==> src/rtl/dmem_mmio.sv <==
// dmem_mmio: word RAM plus LED register and optional timer (enabled by defining DMEM_TIMER_EN)
module dmem_mmio #(
  parameter int RAM_AW = 6
) (
  input  logic        clk,
  input  logic        reset,
  input  logic        MemWrite,
  input  logic [31:0] Addr,
  input  logic [31:0] WriteData,
  output logic [31:0] ReadData,
  output logic [7:0]  LED,
  output logic        TimerIrq
);
  localparam logic [29:0] LED_A = 30'h40, CNT_A = 30'h41, CMP_A = 30'h42, CTRL_A = 30'h43;
  logic [31:0] mem_q [2**RAM_AW];
  logic [29:0] wa;
  logic        ram_hit, unused_lsb;
  logic [7:0]  led_q, led_d;
  logic [31:0] tmr_rd;
  assign wa         = Addr[31:2];
  assign unused_lsb = ^Addr[1:0];
  assign ram_hit    = Addr[31:RAM_AW+2] == '0;
  assign ReadData   = ram_hit ? mem_q[Addr[RAM_AW+1:2]] : wa == LED_A ? {24'b0, led_q} : tmr_rd;
  assign LED        = led_q;
  // RAM store, deliberately untouched by reset so program data survives it
  always_ff @(posedge clk)
    if (MemWrite && ram_hit) mem_q[Addr[RAM_AW+1:2]] <= WriteData;
  // LED next state
  always_comb led_d = MemWrite && wa == LED_A ? WriteData[7:0] : led_q;
  // LED register
  always_ff @(posedge clk)
    led_q <= reset ? 8'h00 : led_d;
`ifdef DMEM_TIMER_EN
  logic [31:0] cnt_q, cnt_d, cmp_q, cmp_d;
  logic        en_q, en_d, arld_q, arld_d, flag_q, flag_d, match, wr_ctrl;
  assign wr_ctrl  = MemWrite && wa == CTRL_A;
  assign tmr_rd   = wa == CNT_A ? cnt_q : wa == CMP_A ? cmp_q :
                    wa == CTRL_A ? {29'b0, flag_q, arld_q, en_q} : 32'h0;
  assign TimerIrq = flag_q;
  // timer next state: CPU write beats reload/increment, hardware set beats W1C
  always_comb begin
    match  = en_q && cnt_q == cmp_q;
    cnt_d  = MemWrite && wa == CNT_A ? WriteData : !en_q ? cnt_q : match && arld_q ? 32'h0 : cnt_q + 32'h1;
    cmp_d  = MemWrite && wa == CMP_A ? WriteData : cmp_q;
    en_d   = wr_ctrl ? WriteData[0] : en_q;
    arld_d = wr_ctrl ? WriteData[1] : arld_q;
    flag_d = match || (flag_q && !(wr_ctrl && WriteData[2]));
  end
  // timer registers
  always_ff @(posedge clk)
    if (reset) begin
      cnt_q  <= 32'h0;
      cmp_q  <= 32'hFFFF_FFFF;
      en_q   <= 1'b0;
      arld_q <= 1'b0;
      flag_q <= 1'b0;
    end else begin
      cnt_q  <= cnt_d;
      cmp_q  <= cmp_d;
      en_q   <= en_d;
      arld_q <= arld_d;
      flag_q <= flag_d;
    end
`else
  assign tmr_rd   = 32'h0;
  assign TimerIrq = 1'b0;
`endif
endmodule

==> config.mk <==
export PLATFORM = sky130hd
export DESIGN_NAME = dmem_mmio
export DESIGN_NICKNAME = d
export VERILOG_FILES = /design/src/rtl/dmem_mmio.sv
export SDC_FILE = /design/constraint.sdc
export NUM_CORES = 2
export LEC_CHECK = 0
export ABC_AREA = 1
export CORE_MARGIN = 4
export CORE_UTILIZATION = 45
export DETAILED_ROUTE_END_ITERATION = 12
export DONT_BUFFER_PORTS = 1
export GPL_TIMING_DRIVEN = 0
export SLEW_MARGIN = 20
export SYNTH_ARGS = -nofsm -noshare
export SYNTH_HDL_FRONTEND = slang
export SYNTH_SLANG_ARGS = --single-unit
export TNS_END_PERCENT = 20
==> constraint.sdc <==
create_clock -name clk -period 8.4 [get_ports clk]
set_input_delay 1.68 -clock clk [delete_from_list [all_inputs] [get_ports clk]]
set_output_delay 1.68 -clock clk [all_outputs]
set_load 0.01 [all_outputs]
Word level (Yosys, flattened, before mapping)
Memories as Yosys holds them, arrays and structs flattened.
Cells that the tools add are included.
Widths: inputs -> output; s select.

word-level totals
  flip-flop bits (word level) = 8
  RAM bits = 2048
  bits of input ports = 67
  output and inout bits = 41
  memories = 1

cells by class
  equal/unequal tests = 1
  mux-type cells = 4
  reduce and logical (&&, ||, !) cells = 3

memories
  memory  depth  bits a word  rd ports  clocked after Yosys merged registers in  write ports  line  text
  mem_q   64     32           1         0                                        1            15    logic [31:0] mem_q [2**RAM_AW];

operator list
  cell                 count
  $mux 32              1
  $eq 30x7->1 const B  1
  $logic_not 24->1     1
  $mux 8               1
  $logic_and 1x1->1    2
  $mux 1               2

Depth between registers and ports, before layout
  depth in word-level cells = 4
  mapped depth = 14
  depth with buffers taken out = 11

Worst setup path before layout
Ideal clock, no wire load.

  kind = input-to-output
  from = input Addr[2]
  to = output ReadData[0]
  arrival time = 2.923 ns
  data required time = 6.720 ns
  setup slack = 3.797 ns
  cell stages on the path = 10
  path buffers = 3
  path through = buf_4 inv_4 buf_2 buf_4 nand2_1 nor2_1 nand3b_1 nor2_4 a21boi_0 a21oi_1

on the way
  word-level cells in the longest chain between the ends = 3

ends and longest elaborated chain
  what                                                   line  text
  start, declared                                        8     input logic [31:0] Addr,
  branches (longest 2 deep; another with $mem_v2 64x32)  --
  $mux 32 (*)                                            23    assign ReadData = ram_hit ? mem_q[Addr[RAM_AW+1:2]] : wa == LED_A ? {24'b0, led_q} : tmr_rd;
  end, declared                                          10    output logic [31:0] ReadData,

Every way passes the cells marked *.

Worst setup path after layout
  from = input Addr[3]
  to = output ReadData[12]

on the way
  word-level cells in the longest chain between the ends = 2

ends and longest elaborated chain
  what           line
  $mem_v2 64x32  --
  $mux 32        23

No other way between the ends.

==> run_results.csv <==
group,metric,value,unit
setup_path,worstPathRequired,6720,ps
setup_path,path_cells,"buf_4 > nand2_1 > inv_2 > clkbuf_1 > nand3_1 > nand2_1 > nor2_1 > nand2_1 > nand2_1 > nand2_1 > nor2_1 > a21oi_1",
detailed_routing,vias,62400,
synth,ys_seq_area_share,71.2,%
synth,synth_ff_type,"edfxtp_1",
cells_and_area,utilization,52.3,%
clock_tree,clk_pin_slew,50,ps
sta,rsz0062_at_grt,"false",
setup_path,crit_buf_inv,3,
detailed_routing,wl_per_cell,27.2,µm
sta,fin_skew,0,ps
sta,hold_viol_final,0,
synth,ys_async_sr_fraction,0,%
cells_and_area,area_growth,15.3,%
synth,netlist_instances,8267,
min_path,hold_class,"flip-flop to flip-flop",
global_route,grt_max_degree,66,
floorplanning,initial_core_util,45.4,%
floorplanning,die_h,447,µm
detailed_routing,drcViolationCount,0,
clock_tree,numCtsBuffers,213,
detailed_routing,routed_wl,308,mm
setup_path,cp.arrival,5150,ps
sta,relSlewSlack,14.5,%
cells_and_area,fin_cells,11300,
synth,synth_edf_count,2048,
sta,drv_slew,0,
setup_path,worst_setup_path_end_kind,"output port",
sta,setup_viol,0,
setup_path,worst_path_max_delay_cell,"clkbuf_1",
setup_path,cp-start-kind,"input pin",
sta,fin_crit,6830,ps
cells_and_area,fillers,16600,
power,vdd_drop_max,0.182,mV
clock_tree,cts.htree.levels,4,
clock_tree,cts_setup_buffers,0,
cells_and_area,final_design_area_no_fill,99800,µm²
placed_design,placedInstanceArea,93000,µm²
clock_tree,cts_resized,0,
cells_and_area,drive_gt1_share,9.57,%
floorplanning,num_io_pins,108,
synth,synth_top_cell_area_share,71.0,%
synth,synth_area_leaders,"edfxtp_1 71%, nand2_1 19%, nand3_1 2.3%, inv_1 1.8%, buf_2 1.6%",
outcome,status,"complete, no violations",
setup_path,critical_path_class,"input pin to output port",
floorplanning,coreArea,191000,µm²
global_route,grt_pass1_vias,57600,
detailed_routing,via_per_inst,5.51,
synth,yosys_warnings,0,
placed_design,hpwl,207,mm
placed_design,gp_congestion,1.09,
global_route,grtUsageTotal,30.4,%
sta,fmax,0.147,GHz
power,power_density,218,nW/µm²
clock_tree,cts_hold_buf,0,
setup_path,slowest_delay,870,ps
power,leakagePower,41.2,nW
placed_design,io_buffer_count,0,
clock_tree,cts_buffer_depth,3,
cells_and_area,multi_input_area,21700,µm²
synth,yosys.cell_types.count,32,
run,cap_violations,0,
sta,fin_crit_sh,81.3,%
detailed_routing,drtPass1Iterations,6,
global_route,antenna_found_initial,21,
clock_tree,root_buffer,"clkbuf_16",
detailed_routing,drtAntennaViolNets,0,
global_route,grt_pass1_wl,428,mm
global_route,gr-total-overflow,0,
detailed_routing,drt-initial-drc-count,8008,
cells_and_area,ff_latch_area,61700,µm²
floorplanning,dieArea,200000,µm²
synth,synth_commonest_cells,"4459 x nand2_1, 2048 x edfxtp_1, 419 x inv_1, 396 x nand3_1",
sta,tightest_slew,1280,ps
clock_tree,cts_sinks,2056,
clock_tree,clock_latency,860,ps
synth,synth_area,86600,µm²
placed_design,place_inst,10900,
clock_tree,cts_tree,"yes",
synth,yosysMostFrequentCell,"nand2_1",
floorplanning,die_w,447,µm
setup_path,worst_path_most_repeated_cell,"nand2_1",
setup_path,crit_family,"buffers and inverters",
power,p_total,21.8,mW
setup_path,crit_path_max_fanout,11,
cells_and_area,nets,8665,
synth,yosysTopAreaCell,"edfxtp_1",
synth,avgSynthCellArea,10.5,µm²
floorplanning,rows,160,
synth,syn-num-nets,8334,
synth,synth-seq-cells,2056,
-- through the flow --
step	setup slack (ps)	hold slack [ps]	setup TNS, ps
floorplan	3800	495	0
global placement	-824	519	-133240
detailed placement	1450	526	0
CTS	1480	535	0
global route	1670	554	0
finish	1570	540	0
-- logic make-up (layout without fill, tap and decap cells) --
| group | count (synthesis) | after routing | synth area share, % |
|---|---|---|---|
| compound gates | 172 | 172 | 1.17 |
| buf+inv | 846 | 1364 | 4.33 |
| simple gates | 5192 | 5192 | 23.3 |
| other cells | 1 | 18 | 0.00433 |
| flops | 2056 | 2056 | 71.2 |
-- sequential cells by signal, summed over array words and instances (netlist names) --
register  flops
mem_q      2048
LED           8
-- power breakdown --
part / internal [mW] / switching [mW]
logic: 0.269 / 0.880
clock network: 5.25 / 4.11
registers: 11.3 / 0.00000000311
total: 16.8 / 4.99
-- worst register-to-register path, stage by stage, from the launching register on --
cell and delay (ps):
dfxtp_1 410, nand2_1 80, a21oi_1 150
-- metal layers --
layer	global-route usage [%]	vias to the layer above	wire length [µm]
met5	0	-	53
met4	18.5	8	22400
met3	7.29	896	35200
met2	47.1	3782	137000
met1	39.0	30000	113000
li1	-	27700	-
-- cells in the final DEF (no fill, tap or decap), types with 4 or more instances in the layout --
| cell type | n |
|---|---|
| nand3_1 | 396 |
| clkinv_2 | 39 |
| buf_12 | 50 |
| diode_2 | 17 |
| inv_6 | 8 |
| nor2_1 | 221 |
| a21oi_1 | 33 |
| nand2_1 | 4459 |
| buf_6 | 4 |
| or2_1 | 16 |
| clkbuf_1 | 107 |
| buf_2 | 285 |
| or2_0 | 6 |
| o211ai_1 | 59 |
| inv_2 | 6 |
| nor3_2 | 4 |
| clkinv_1 | 66 |
| edfxtp_1 | 2048 |
| o21ai_1 | 40 |
| buf_16 | 63 |
| or2_2 | 9 |
| o21ai_0 | 39 |
| clkbuf_16 | 215 |
| buf_1 | 16 |
| nor2_4 | 68 |
| dfxtp_1 | 8 |
| bufinv_16 | 18 |
| inv_1 | 419 |
| buf_4 | 48 |
-- worst paths after layout --
kind / from / end / slack (ps) / cells past startpoint
max: Addr[3] / ReadData[12] / 1570 / 12
min: LED[0]$_SDFFE_PP0P_ / LED[0]$_SDFFE_PP0P_ / 540 / 2
max reg2reg: LED[5]$_SDFFE_PP0P_ / LED[5]$_SDFFE_PP0P_ / 7680 / 2
min reg2reg: LED[0]$_SDFFE_PP0P_ / LED[0]$_SDFFE_PP0P_ / 540 / 2
-- cell type report --
class                           count  area share (%)
Clock inverter                    143            1.25
Antenna cell                       17          0.0426
Timing Repair Buffer              116            2.78
Inverter                          427            1.61
Buffer                            419            2.15
Multi-Input combinational cell   5365            21.7
Tap cell                         2511            3.15
Sequential cell                  2056            61.8
Clock buffer                      259            5.55
No activity file was read; power rests on OpenSTA's default activity.
